===== config.mk =====
export PLATFORM = sky130hd
export DESIGN_NAME = deser_fifo
export DESIGN_NICKNAME = d
export VERILOG_FILES = /design/src/rtl/deser_fifo.sv
export SDC_FILE = /design/constraint.sdc
export NUM_CORES = 1
export LEC_CHECK = 0
export CORE_ASPECT_RATIO = 0.75
export CORE_MARGIN = 2
export CORE_UTILIZATION = 40
export DETAILED_ROUTE_END_ITERATION = 12
export PLACE_DENSITY = 0.6
export SLEW_MARGIN = 40
export SYNTH_ARGS = -nofsm -noshare
export SYNTH_HDL_FRONTEND = slang
export SYNTH_SLANG_ARGS = --single-unit

===== constraint.sdc =====
create_clock -name clk -period 3.28 [get_ports clk]
set_input_delay 0.656 -clock clk [delete_from_list [all_inputs] [get_ports clk]]
set_output_delay 0.656 -clock clk [all_outputs]
set_load 0.005 [all_outputs]

===== src/rtl/deser_fifo.sv =====
`default_nettype none
// ============================================================================
// Module      : deser_fifo
// Description : Serial-to-parallel receiver feeding a synchronous word queue.
//               Bits strobed in on write_in are assembled into WIDTH-bit
//               words (LSB- or MSB-first) and pushed into a DEPTH-entry queue
//               that the consumer pops with dequeue_in. Sticky overflow and
//               underflow flags, occupancy count and synchronous flush.
//               Optional feature macro: DESER_FIFO_PARITY_EN adds a trailing
//               even-parity bit per frame and a sticky parity_err output.
// Revision    : 1.0 - initial release
// ============================================================================
module deser_fifo #(
  parameter int WIDTH     = 8,
  parameter int DEPTH     = 4,
  parameter int MSB_FIRST = 0
) (
  input  logic                     clk,
  input  logic                     rst_n,
  input  logic                     data_in,
  input  logic                     write_in,
  input  logic                     dequeue_in,
  input  logic                     flush_in,
  output logic [WIDTH-1:0]         data_out,
  output logic                     valid_out,
  output logic [$clog2(DEPTH):0]   count,
  output logic                     empty,
  output logic                     full,
  output logic                     overflow,
  output logic                     underflow
`ifdef DESER_FIFO_PARITY_EN
  ,
  output logic                     parity_err
`endif
);

  localparam int c_AW = $clog2(DEPTH);
  localparam int c_CW = c_AW + 1;
`ifdef DESER_FIFO_PARITY_EN
  localparam int c_LAST = WIDTH;        // data bits 0..WIDTH-1, parity at WIDTH
`else
  localparam int c_LAST = WIDTH - 1;
`endif
  localparam int              c_BCW      = $clog2(c_LAST + 1);
  localparam logic [c_BCW-1:0] c_LAST_CNT = c_BCW'(c_LAST);
  localparam logic [c_CW-1:0]  c_FULL     = c_CW'(DEPTH);

  // Registered state and next-state
  logic [WIDTH-1:0] shift_q,    shift_d;
  logic [c_BCW-1:0] bit_cnt_q,  bit_cnt_d;
  logic [c_AW-1:0]  wr_ptr_q,   wr_ptr_d;
  logic [c_AW-1:0]  rd_ptr_q,   rd_ptr_d;
  logic [c_CW-1:0]  count_q,    count_d;
  logic [WIDTH-1:0] data_out_q, data_out_d;
  logic             valid_q,    valid_d;
  logic             ovf_q,      ovf_d;
  logic             udf_q,      udf_d;
  logic             empty_q;
  logic             full_q;
  logic [WIDTH-1:0] mem_q [DEPTH];

  // Combinational helpers
  logic [WIDTH-1:0] w_shift_nxt;
  logic             w_last;
  logic             w_shift_en;
  logic             w_word_ok;
  logic [WIDTH-1:0] w_word;
  logic             w_pop;
  logic             w_push;

  // Shift direction chosen at elaboration time
  generate
    if (MSB_FIRST != 0) begin : g_msb_first
      assign w_shift_nxt = {shift_q[WIDTH-2:0], data_in};
    end else begin : g_lsb_first
      assign w_shift_nxt = {data_in, shift_q[WIDTH-1:1]};
    end
  endgenerate

  assign w_last = (bit_cnt_q == c_LAST_CNT);

`ifdef DESER_FIFO_PARITY_EN
  logic par_q, par_d;
  logic perr_q, perr_d;
  logic w_par_bad;

  // Parity bit is not shifted in: the data word is already complete in shift_q
  assign w_shift_en = write_in & ~w_last;
  assign w_par_bad  = par_q ^ data_in;
  assign w_word_ok  = write_in & w_last & ~w_par_bad;
  assign w_word     = shift_q;
  assign parity_err = perr_q;
`else
  assign w_shift_en = write_in;
  assign w_word_ok  = write_in & w_last;
  assign w_word     = w_shift_nxt;     // includes the bit captured this edge
`endif

  // A pop on a full queue frees the slot the simultaneous push needs
  assign w_pop  = ~flush_in & dequeue_in & (count_q != '0);
  assign w_push = ~flush_in & w_word_ok & ((count_q != c_FULL) | w_pop);

  // Next-state logic; flush overrides every other request
  always_comb begin
    shift_d    = shift_q;
    bit_cnt_d  = bit_cnt_q;
    wr_ptr_d   = wr_ptr_q;
    rd_ptr_d   = rd_ptr_q;
    count_d    = count_q;
    data_out_d = data_out_q;
    valid_d    = 1'b0;
    ovf_d      = ovf_q;
    udf_d      = udf_q;
`ifdef DESER_FIFO_PARITY_EN
    par_d      = par_q;
    perr_d     = perr_q;
`endif
    if (flush_in) begin
      shift_d    = '0;
      bit_cnt_d  = '0;
      wr_ptr_d   = '0;
      rd_ptr_d   = '0;
      count_d    = '0;
      data_out_d = '0;
      ovf_d      = 1'b0;
      udf_d      = 1'b0;
`ifdef DESER_FIFO_PARITY_EN
      par_d      = 1'b0;
      perr_d     = 1'b0;
`endif
    end else begin
      if (w_shift_en) begin
        shift_d = w_shift_nxt;
      end
      if (write_in) begin
        bit_cnt_d = w_last ? '0 : bit_cnt_q + c_BCW'(1);
      end
`ifdef DESER_FIFO_PARITY_EN
      if (write_in) begin
        par_d = w_last ? 1'b0 : (par_q ^ data_in);
        if (w_last && w_par_bad) begin
          perr_d = 1'b1;
        end
      end
`endif
      if (w_push) begin
        wr_ptr_d = wr_ptr_q + c_AW'(1);
      end
      if (w_pop) begin
        rd_ptr_d   = rd_ptr_q + c_AW'(1);
        data_out_d = mem_q[rd_ptr_q];
        valid_d    = 1'b1;
      end
      case ({w_push, w_pop})
        2'b10:   count_d = count_q + c_CW'(1);
        2'b01:   count_d = count_q - c_CW'(1);
        default: count_d = count_q;
      endcase
      if (w_word_ok && !w_push) begin
        ovf_d = 1'b1;
      end
      if (dequeue_in && (count_q == '0)) begin
        udf_d = 1'b1;
      end
    end
  end

  // Control and output registers with asynchronous reset
  always_ff @(posedge clk or negedge rst_n) begin
    if (!rst_n) begin
      shift_q    <= '0;
      bit_cnt_q  <= '0;
      wr_ptr_q   <= '0;
      rd_ptr_q   <= '0;
      count_q    <= '0;
      data_out_q <= '0;
      valid_q    <= 1'b0;
      ovf_q      <= 1'b0;
      udf_q      <= 1'b0;
      empty_q    <= 1'b1;
      full_q     <= 1'b0;
`ifdef DESER_FIFO_PARITY_EN
      par_q      <= 1'b0;
      perr_q     <= 1'b0;
`endif
    end else begin
      shift_q    <= shift_d;
      bit_cnt_q  <= bit_cnt_d;
      wr_ptr_q   <= wr_ptr_d;
      rd_ptr_q   <= rd_ptr_d;
      count_q    <= count_d;
      data_out_q <= data_out_d;
      valid_q    <= valid_d;
      ovf_q      <= ovf_d;
      udf_q      <= udf_d;
      empty_q    <= (count_d == '0);
      full_q     <= (count_d == c_FULL);
`ifdef DESER_FIFO_PARITY_EN
      par_q      <= par_d;
      perr_q     <= perr_d;
`endif
    end
  end

  // Queue storage; contents need no reset since pointers gate visibility
  always_ff @(posedge clk) begin
    if (w_push) begin
      mem_q[wr_ptr_q] <= w_word;
    end
  end

  assign data_out  = data_out_q;
  assign valid_out = valid_q;
  assign count     = count_q;
  assign empty     = empty_q;
  assign full      = full_q;
  assign overflow  = ovf_q;
  assign underflow = udf_q;

endmodule
`default_nettype wire


* Word-level counts from Yosys, hierarchy flattened
Memory sizes are Yosys's and may differ from the RTL's.
Cells that the tools add are included.
** Word-level totals
- Word-level logic and storage cells :: 61
- Memories :: 1
- Output and inout bits :: 16
- Register bits after elaboration :: 31
- Bits in writable memories :: 32
- Input port bits :: 6
** Memories
- mem_q :: words 4, bits a word 8, read ports 1, clocked after memory_dff 0, write ports 1, RTL line 60 : logic [WIDTH-1:0] mem_q [DEPTH];
** Cells by class
- Bitwise operators :: 7
- Reduce and logical (&&, ||, !) cells :: 11
- Add/subtract/negate cells :: 5
- Mux-type cells :: 21
- Eq/ne operators :: 5
** Operators by type and width (count)
- two-way mux 8 bit :: 4
- two-way mux 3 bit :: 4
- nonzero test 2 bit :: 5
- two-way mux 1 bit :: 8
- two-way mux 2 bit :: 4
- adder 3 x 1 -> 3 bit, second input constant :: 2
- equality test 3 bit, second input constant :: 2
- logical NOT 3 bit :: 2
- case mux 3 bit (2 select lines) :: 1
- bitwise AND 1 bit :: 5
- adder 2 x 1 -> 2 bit, second input constant :: 2
- inequality test 3 bit, second input constant :: 1
- nonzero test 3 bit :: 1
- subtractor 3 x 1 -> 3 bit, second input constant :: 1
- equality test 2 x 1 -> 1 bit, second input constant :: 1
- equality test 2 bit, second input constant :: 1
- logical AND 1 bit :: 2
- logical NOT 1 bit :: 1
- NOT 1 bit :: 1
- bitwise OR 1 bit :: 1

* Logic depth before layout (Yosys ltp)
Gate-level depths: netlist (run 1).
- Depth in word-level cells :: 9
- Depth in mapped cells :: 10

* Worst setup path before layout (run 1)
OpenSTA, ideal clock, no wires.
- Path kind :: input to register
- Start :: in dequeue_in
- End :: reg full_q (netlist: full)
- Arrival time :: 2.322 ns
- Stages on the path :: 9
- Setup slack :: 0.886 ns
- Cell sequence :: buf_2 o21ai_2 nor2_1 nand2_1 fa_1 and2_1 a2111o_1 o311ai_2 nor2b_1
** On the way
- Word-level cells in the longest chain between the ends :: 8
** RTL lines
- start: declaration :: RTL line 22 : input logic dequeue_in,
- bitwise AND 1 bit * (2 in series) :: RTL line 100 : assign w_pop = ~flush_in & dequeue_in & (count_q != '0);
- bitwise OR 1 bit :: RTL line 101 : assign w_push = ~flush_in & w_word_ok & ((count_q != c_FULL) | w_pop);
- bitwise AND 1 bit :: RTL line 101
- equality test 2 x 1 -> 1 bit or equality test 2 bit (tied branches) :: RTL line 154 : case ({w_push, w_pop})
- case mux 3 bit (2 select lines) * :: RTL line 154
- two-way mux 3 bit * :: RTL line 118 : if (flush_in) begin
- named net count_d[2] :: RTL line 53 : logic [c_CW-1:0] count_q, count_d;
- equality test 3 bit * :: RTL line 197 : full_q <= (count_d == c_FULL);
- end signal: assignment :: RTL line 197
- end: declaration :: RTL line 59 : logic full_q;
The timed path passes the listed nets; every way through them passes the cells marked *.
A chain may end at the register's enable or synchronous reset.

* Worst setup path in the final report (run 1)
Ends and elaborated chain as after synthesis.

==> summary.txt, run 1 <==
Drt
  • DRC violations left: 0
  • Antenna-violating nets left: 0
  • Via count: 1505
  • Post-Route WL: 4520 µm
  • DR WL/cell: 15.0 µm
  • Initial DRT Pass Iterations: 4
  • DR iter-0 viols: 58
  • Vias per cell: 5.00

STA
  • Setup TNS: 0 ns
  • # setup viols final: 0
  • Relative slew slack: 58.7%
  • Final Cycle Share: 76.9%
  • Worst Skew: 0.00812 ns
  • Max Clk Rate: 0.396 GHz
  • RSZ-0062 raised after global routing: false
  • Final Max Tran Viols: 0
  • Worst slew pin tran: 0.611 ns
  • Count of final hold-check violations: 0
  • Min cycle time layout: 2.52 ns

Min path
  • Worst Hold Class: register to register
  • WHS Path Cells: 2

Power and ir drop
  • Power density over the cells: 513 mW/mm²
  • Worst VDD drop: 0.149 mV
  • P_leak: 1.19 nW

Layout
  • Share of layout cells above drive strength 1: 14.1%
  • Total Nets Final: 228
  • Layout area overhead: 17.0%
  • Fin util: 48.9%
  • Antenna fix cells: 0

Synth
  • EDFF count, synth: 32
  • Synth async-reset ratio: 48.4%
  • Post-synthesis compound-gate area fraction: 7.64%
  • Largest cells by area after synthesis: edfxtp_1 (36%), dfrtp_1 (27%), mux4_2 (6.8%), mux2i_1 (3.8%), nand2_1 (3.0%)
  • Syn nets: 202
  • Sequential element share of the synthesized area: 64.5%
  • Adder-Cell Fraction of Synth Area: 3.58%
  • Warnings, synthesis: 0
  • Syn Inst Count: 189
  • #FFs+latches synth: 62
  • Area share of the largest cell type after synthesis: 36.2%
  • Mean Syn Cell Area: 14.0 µm²
  • Dominant cell type by area after synthesis: edfxtp_1
  • XOR/XNOR Fraction of Synth Area: 1.32%
  • Synth Area in Simple Gates: 9.48%
  • Combinational family with the most area after synthesis: multiplexers
  • Mapped Area: 0.00265 mm²
  • Primary FF master, synth: edfxtp_1
  • Post-synthesis mux area share: 10.6%
  • Unique masters post-synth: 41

Worst setup path
  • R2r worst-path depth: 9
  • Critical path data arrival time: 2.79 ns
  • Worst-path cell chain: clkdlybuf4s50_1 > o21ai_2 > nor2_1 > nand2_1 > fa_1 > and2_1 > a2111o_1 > o311ai_2 > nor2b_1
  • CP max-delay cell: clkdlybuf4s50_1
  • CP delay by family, top: compound AO/OA/AOI/OAI gates
  • Crit path from: dequeue_in
  • CP Capture Type: register
  • Crit path kind: input pin to register
  • Critical Path Stages: 9
  • CP endpoint: full$_DFF_PN0_
  • Crit path required time: 3.55 ns
  • Reg2reg end: full$_DFF_PN0_
  • CP max FO: 9
  • RR Startpoint: bit_cnt_q[0]$_DFFE_PN0P_
  • Reg2reg setup slack: 0.78 ns
  • Startpoint types: input pin
  • CP max stage delay: 0.49 ns
  • Critical path buffers and inverters: 1

GRT
  • All-layer global routing usage: 13.8%
  • Initial antenna violation count: 0
  • Vias in the first global route: 1479
  • Largest net degree at the start of global routing: 32
  • First-pass GRT wire length: 7420 µm
  • GRT overflow: 0

Status
  • Status: complete, no violations

CTS
  • CTS Sinks: 62
  • Post CTS Setup Buffer Count: 0
  • Gates resized, CTS repair: 0
  • Hold buffers post-CTS: 0
  • Root buffer cell: clkbuf_8
  • Level count of the clock H-tree: 3
  • Clk_lat worst skew: 0.33 ns
  • Clk slew on worst S/H paths: 0.07 ns
  • TritonCTS clock tree: built
  • Longest Clk Path Bufs: 2
  • Num CTS Buffers: 9

Floorplanning
  • Die Span Y: 74.5 µm
  • Row count: 25
  • Initial Utilization: 41.8%
  • Core area: 0.00635 mm²
  • Die Wd: 98.1 µm
  • Num ports: 22
  • Die ar.: 0.00731 mm²

Placement
  • Port Buf Inserts: 21
  • DP Wirelength: 2930 µm
  • Gpl congestion: 0.723

Job
  • Max-cap violation count: 0
[cells in the final DEF, fill, tap and decap left out, types with 2 or more instances in the layout]
| cell type | Yosys | final |
|---|---|---|
| mux4_2 | 8 | 8 |
| ha_1 | 6 | 6 |
| nor2_1 | 20 | 20 |
| mux2i_1 | 10 | 10 |
| clkbuf_1 | 1 | 4 |
| buf_4 | 1 | 4 |
| a31oi_1 | 2 | 2 |
| clkinv_2 | 0 | 2 |
| a21oi_1 | 11 | 11 |
| clkbuf_8 | 0 | 10 |
| and2_1 | 5 | 5 |
| nand2_1 | 21 | 21 |
| a21bo_2 | 2 | 2 |
| dfrtp_1 | 29 | 29 |
| inv_1 | 6 | 6 |
| xor2_1 | 2 | 2 |
| o21ai_0 | 2 | 2 |
| edfxtp_1 | 32 | 32 |
| xnor2_1 | 2 | 2 |
| clkdlybuf4s50_1 | 0 | 21 |
[registers in the layout, indices dropped and copies added (netlist names), 2 cells and up]
name       cells
wr_ptr_q       2
data_out       8
mem_q         32
shift_q        7
count          3
rd_ptr_q       2
bit_cnt_q      3
[worst min-delay path by stage]
stage / start / end / slack [ns]
final: overflow$_DFFE_PN0P_ / overflow$_DFFE_PN0P_ / 0.50
after global placement: underflow$_DFFE_PN0P_ / underflow$_DFFE_PN0P_ / 0.48
after global routing: overflow$_DFFE_PN0P_ / overflow$_DFFE_PN0P_ / 0.52
after floorplan: rst_n / bit_cnt_q[0]$_DFFE_PN0P_ / 0.36
after CTS: overflow$_DFFE_PN0P_ / overflow$_DFFE_PN0P_ / 0.51
after detailed placement: overflow$_DFFE_PN0P_ / overflow$_DFFE_PN0P_ / 0.49
[power by group]
part | total (mW) | internal (mW) | switching (mW)
Sequential | 0.868 | 0.840 | 0.0286
Clock | 0.565 | 0.293 | 0.272
Combinational | 0.160 | 0.0868 | 0.0731
[per-stage QoR]
stage / hold slack [ns] / power [mW] / cell area [µm²] / worst slack (ns) / instances
floorplan: 0.360 / 0.975 / 2650 / 0.886 / 189
global placement: 0.484 / 1.05 / 2940 / 0.429 / 285
detailed placement: 0.493 / 1.05 / 2940 / 0.399 / 285
CTS: 0.507 / 1.62 / 3100 / 0.755 / 301
global route: 0.523 / 1.67 / 3100 / 0.585 / 301
finish: 0.501 / 1.59 / 3100 / 0.758 / 301
[cell families after synthesis]
logic type	after synthesis
xor+xnor	4
mux	18
simple gates	55
buf+inv	16
flops	62
fa+ha+maj	7
compound gates	27
[metal layers]
layer	vias to the layer above	part of all wire [%]	GRT usage, %
met2	34	43	19.6
met3	4	5.4	6.48
li1	737	-	-
met5	-	0	0
met1	730	51	18.9
met4	0	0.93	4.63
[cell usage after synthesis (2+ instances only)]
master    count
edfxtp_1     32
dfrtp_1      29
nand2_1      21
nor2_1       20
a21oi_1      11
mux2i_1      10
mux4_2        8
ha_1          6
inv_1         6
and2_1        5
buf_2         4
buf_1         3
a21bo_2       2
a31oi_1       2
o21ai_0       2
xnor2_1       2
xor2_1        2
[worst min-delay path: cells and delay by family (launching register included)]
family / cells / cell delay [ns]
flops: 1 / 0.34
simple gates: 1 / 0.08
compound gates: 1 / 0.04
[area by class of cell]
type                            count  area (µm²)
Fill cell                         571        3250
Sequential cell                    62        1710
Multi-Input combinational cell    111         865
Timing Repair Buffer               25         240
Clock buffer                       14         153
Tap cell                           81         101
Inverter                            6        22.5
Clock inverter                      2        10.0
(Power assumes the default switching activity.)
==> run 2, diff against run 1 <==
--- a/config.mk
+++ b/config.mk
@@ -9,7 +9,7 @@
 export CORE_MARGIN = 2
 export CORE_UTILIZATION = 40
 export DETAILED_ROUTE_END_ITERATION = 12
-export PLACE_DENSITY = 0.6
+export PLACE_DENSITY = 0.62
 export SLEW_MARGIN = 40
 export SYNTH_ARGS = -nofsm -noshare
 export SYNTH_HDL_FRONTEND = slang
==> constraint.sdc (replaced) <==
create_clock -name clk -period 2.2 [get_ports clk]
set_input_delay 0.44 -clock clk [delete_from_list [all_inputs] [get_ports clk]]
set_output_delay 0.44 -clock clk [all_outputs]
set_load 0.005 [all_outputs]
==> run 2 against run 1 <==
  * Register-to-register slack worse by 0.70 ns
  * Design area up 6.8%
  * Critical path depth down 1
  * First-iteration DRC count unchanged
  * Sequential power up 49%
  * Setup slack worse by 0.68 ns
  * Utilization up 3.3 points
  * Global-route usage up 0.76 points
  * Die area unchanged
  * Critical endpoint unchanged
  * Largest cell class unchanged
  * Largest power group unchanged
==> summary.txt, run 2 (same netlist as run 1, synthesis figures left out) <==
Worst setup path
  • CP Capture Type: register
  • R2r worst-path depth: 8
  • Crit path required time: 2.46 ns
  • Startpoint types: register
  • Reg2reg setup slack: 0.08 ns
  • Reg2reg end: full$_DFF_PN0_
  • Crit path kind: register to register
  • Critical path data arrival time: 2.38 ns
  • CP max FO: 4
  • RR Startpoint: bit_cnt_q[1]$_DFFE_PN0P_

Placement
  • Dpl cell area: 0.00304 mm²
  • DP Wirelength: 3160 µm
  • Total placed cells including tap cells: 295
  • Gpl congestion: 0.762
  • Port Buf Inserts: 21

Power and ir drop
  • Reg power frac: 49.6%
  • Part of the power in the clock network: 39.2%
  • Power density over the cells: 782 mW/mm²
  • Comb power frac: 11.2%
  • P_leak: 1.29 nW
  • P_int: 2.03 mW
  • Sw Pwr: 0.565 mW
  • Switching Share: 21.8%
  • Worst VDD drop: 0.309 mV

Floorplanning
  • Num ports: 22
  • Die ar.: 0.00731 mm²
  • Initial Utilization: 41.8%
  • Core area: 0.00635 mm²
  • Die Span Y: 74.5 µm
  • Die Wd: 98.1 µm
  • Row count: 25

CTS
  • Num CTS Buffers: 9
  • Clk slew on worst S/H paths: 0.07 ns
  • CTS Sinks: 62
  • Level count of the clock H-tree: 3
  • Clk_lat worst skew: 0.32 ns
  • TritonCTS clock tree: built
  • Hold buffers post-CTS: 0
  • Root buffer cell: clkbuf_8
  • Longest Clk Path Bufs: 2

GRT
  • First-pass GRT wire length: 7790 µm
  • GRT overflow: 0
  • Initial antenna violation count: 0
  • All-layer global routing usage: 14.6%
  • Largest net degree at the start of global routing: 31
  • Vias in the first global route: 1502

Layout
  • Commonest non-fill, non-tap cell in the layout: edfxtp_1
  • Largest register FFs: 32
  • Fin area: 0.00332 mm²
  • Antenna fix cells: 0
  • Total Nets Final: 242
  • Share of layout cells above drive strength 1: 24.8%
  • Layout area overhead: 24.9%
  • Most frequent cells in the layout: edfxtp_1 (32), dfrtp_1 (29), nand2_1 (20), clkdlybuf4s50_1 (20), nor2_1 (19)
  • FILL cells: 542
  • Cell Count, Final, Fillers Out: 315
  • Most flops, register: mem_q
  • Fin util: 52.2%

STA
  • Worst slew pin tran: 0.579 ns
  • Min cycle time layout: 2.12 ns
  • Relative slew slack: 61.4%
  • Final Max Tran Viols: 0
  • # setup viols final: 0
  • Hold slack: 0.493 ns
  • Setup TNS: 0 ns
  • Final Cycle Share: 96.5%
  • Worst Skew: 0.00703 ns
  • Max Clk Rate: 0.471 GHz
  • RSZ-0062 raised after global routing: true
  • Count of final hold-check violations: 0

Drt
  • Via count: 1587
  • DRC violations left: 0
  • Vias per cell: 5.04
  • DR WL/cell: 15.0 µm
  • Post-Route WL: 4730 µm
  • Initial DRT Pass Iterations: 5
  • DR iter-0 viols: 58
  • Antenna-violating nets left: 0

Min path
  • Hold_sp: underflow$_DFFE_PN0P_
  • WHS Path Cells: 2
  • Worst Hold End: underflow$_DFFE_PN0P_
  • Worst Hold Class: register to register

Job
  • Max-cap violation count: 0

Status
  • Status: complete, no violations
## run 2: cell types whose count changed in the layout (fill, tap and decap cells not counted), moves of 2 or more
| cell | before | now |
|---|---|---|
| ha_1 | 6 | 4 |
| and2_2 | 0 | 4 |
| and2_1 | 5 | 1 |
| clkbuf_1 | 4 | 2 |
| buf_4 | 4 | 18 |
## run 2: power by group through the flow
stage	Clock (mW)	Sequential, mW	Combinational [mW]
2_1_floorplan	0	1.30	0.159
3_3_place_gp	0	1.31	0.276
3_5_place_dp	0	1.31	0.278
4_1_cts	1.05	1.29	0.288
5_1_grt	1.11	1.29	0.317
6_report	1.02	1.29	0.290
## run 2: cell type report
class	count	area, µm²	area share, %
flip-flops and latches	62	1710	51.7
clock buffers	13	170	5.13
multi-input cells	111	925	27.9
repair buffers	39	344	10.4
clock inverters	3	40.0	1.21
inverters	6	22.5	0.679
well taps	81	101	3.06
## run 2: what timing repair did
item,in CTS,in global routing
buffers inserted,4,0
endpoints found under the hold margin,0,0
pin swaps,4,3
resized for setup,5,6
endpoints found under the setup margin,1,35
## run 2: metrics by stage
stage / power [mW] / setup slack, ns
CTS: 2.63 / -0.0124
global route: 2.72 / -0.0107
finish: 2.59 / 0.0771
global placement: 1.58 / -0.320
floorplan: 1.46 / 0.00498
detailed placement: 1.59 / -0.399
## run 2: how the worst max path moves through the flow
stage                              from             end  slack (ns)  depth (start not counted)
6_report       bit_cnt_q[1]$_DFFE_PN0P_  full$_DFF_PN0_        0.08                          8
3_5_place_dp                 dequeue_in  full$_DFF_PN0_       -0.40                          9
4_1_cts        bit_cnt_q[1]$_DFFE_PN0P_  full$_DFF_PN0_       -0.01                          9
3_3_place_gp                 dequeue_in  full$_DFF_PN0_       -0.32                          9
5_1_grt        bit_cnt_q[1]$_DFFE_PN0P_  full$_DFF_PN0_       -0.01                          9
2_1_floorplan  bit_cnt_q[0]$_DFFE_PN0P_  full$_DFF_PN0_       0.005                          9
## run 2: per-layer routing
layer | track usage (%) | up-vias | share of wire [%]
met1 | 19.2 | 785 | 48
met5 | 0 | - | 0
met2 | 22.1 | 38 | 47
met3 | 5.64 | 2 | 5.3
li1 | - | 762 | -
met4 | 5.86 | 0 | 0.51
## run 2: worst max-delay path: stages, from the launching register on
cell and delay, ns:
dfrtp_1 0.39, ha_2 0.20, ha_4 0.16, nand2_4 0.06, nand2_2 0.05, fa_2 0.36, or4_1 0.57, o311ai_4 0.10
nor2b_1 0.16
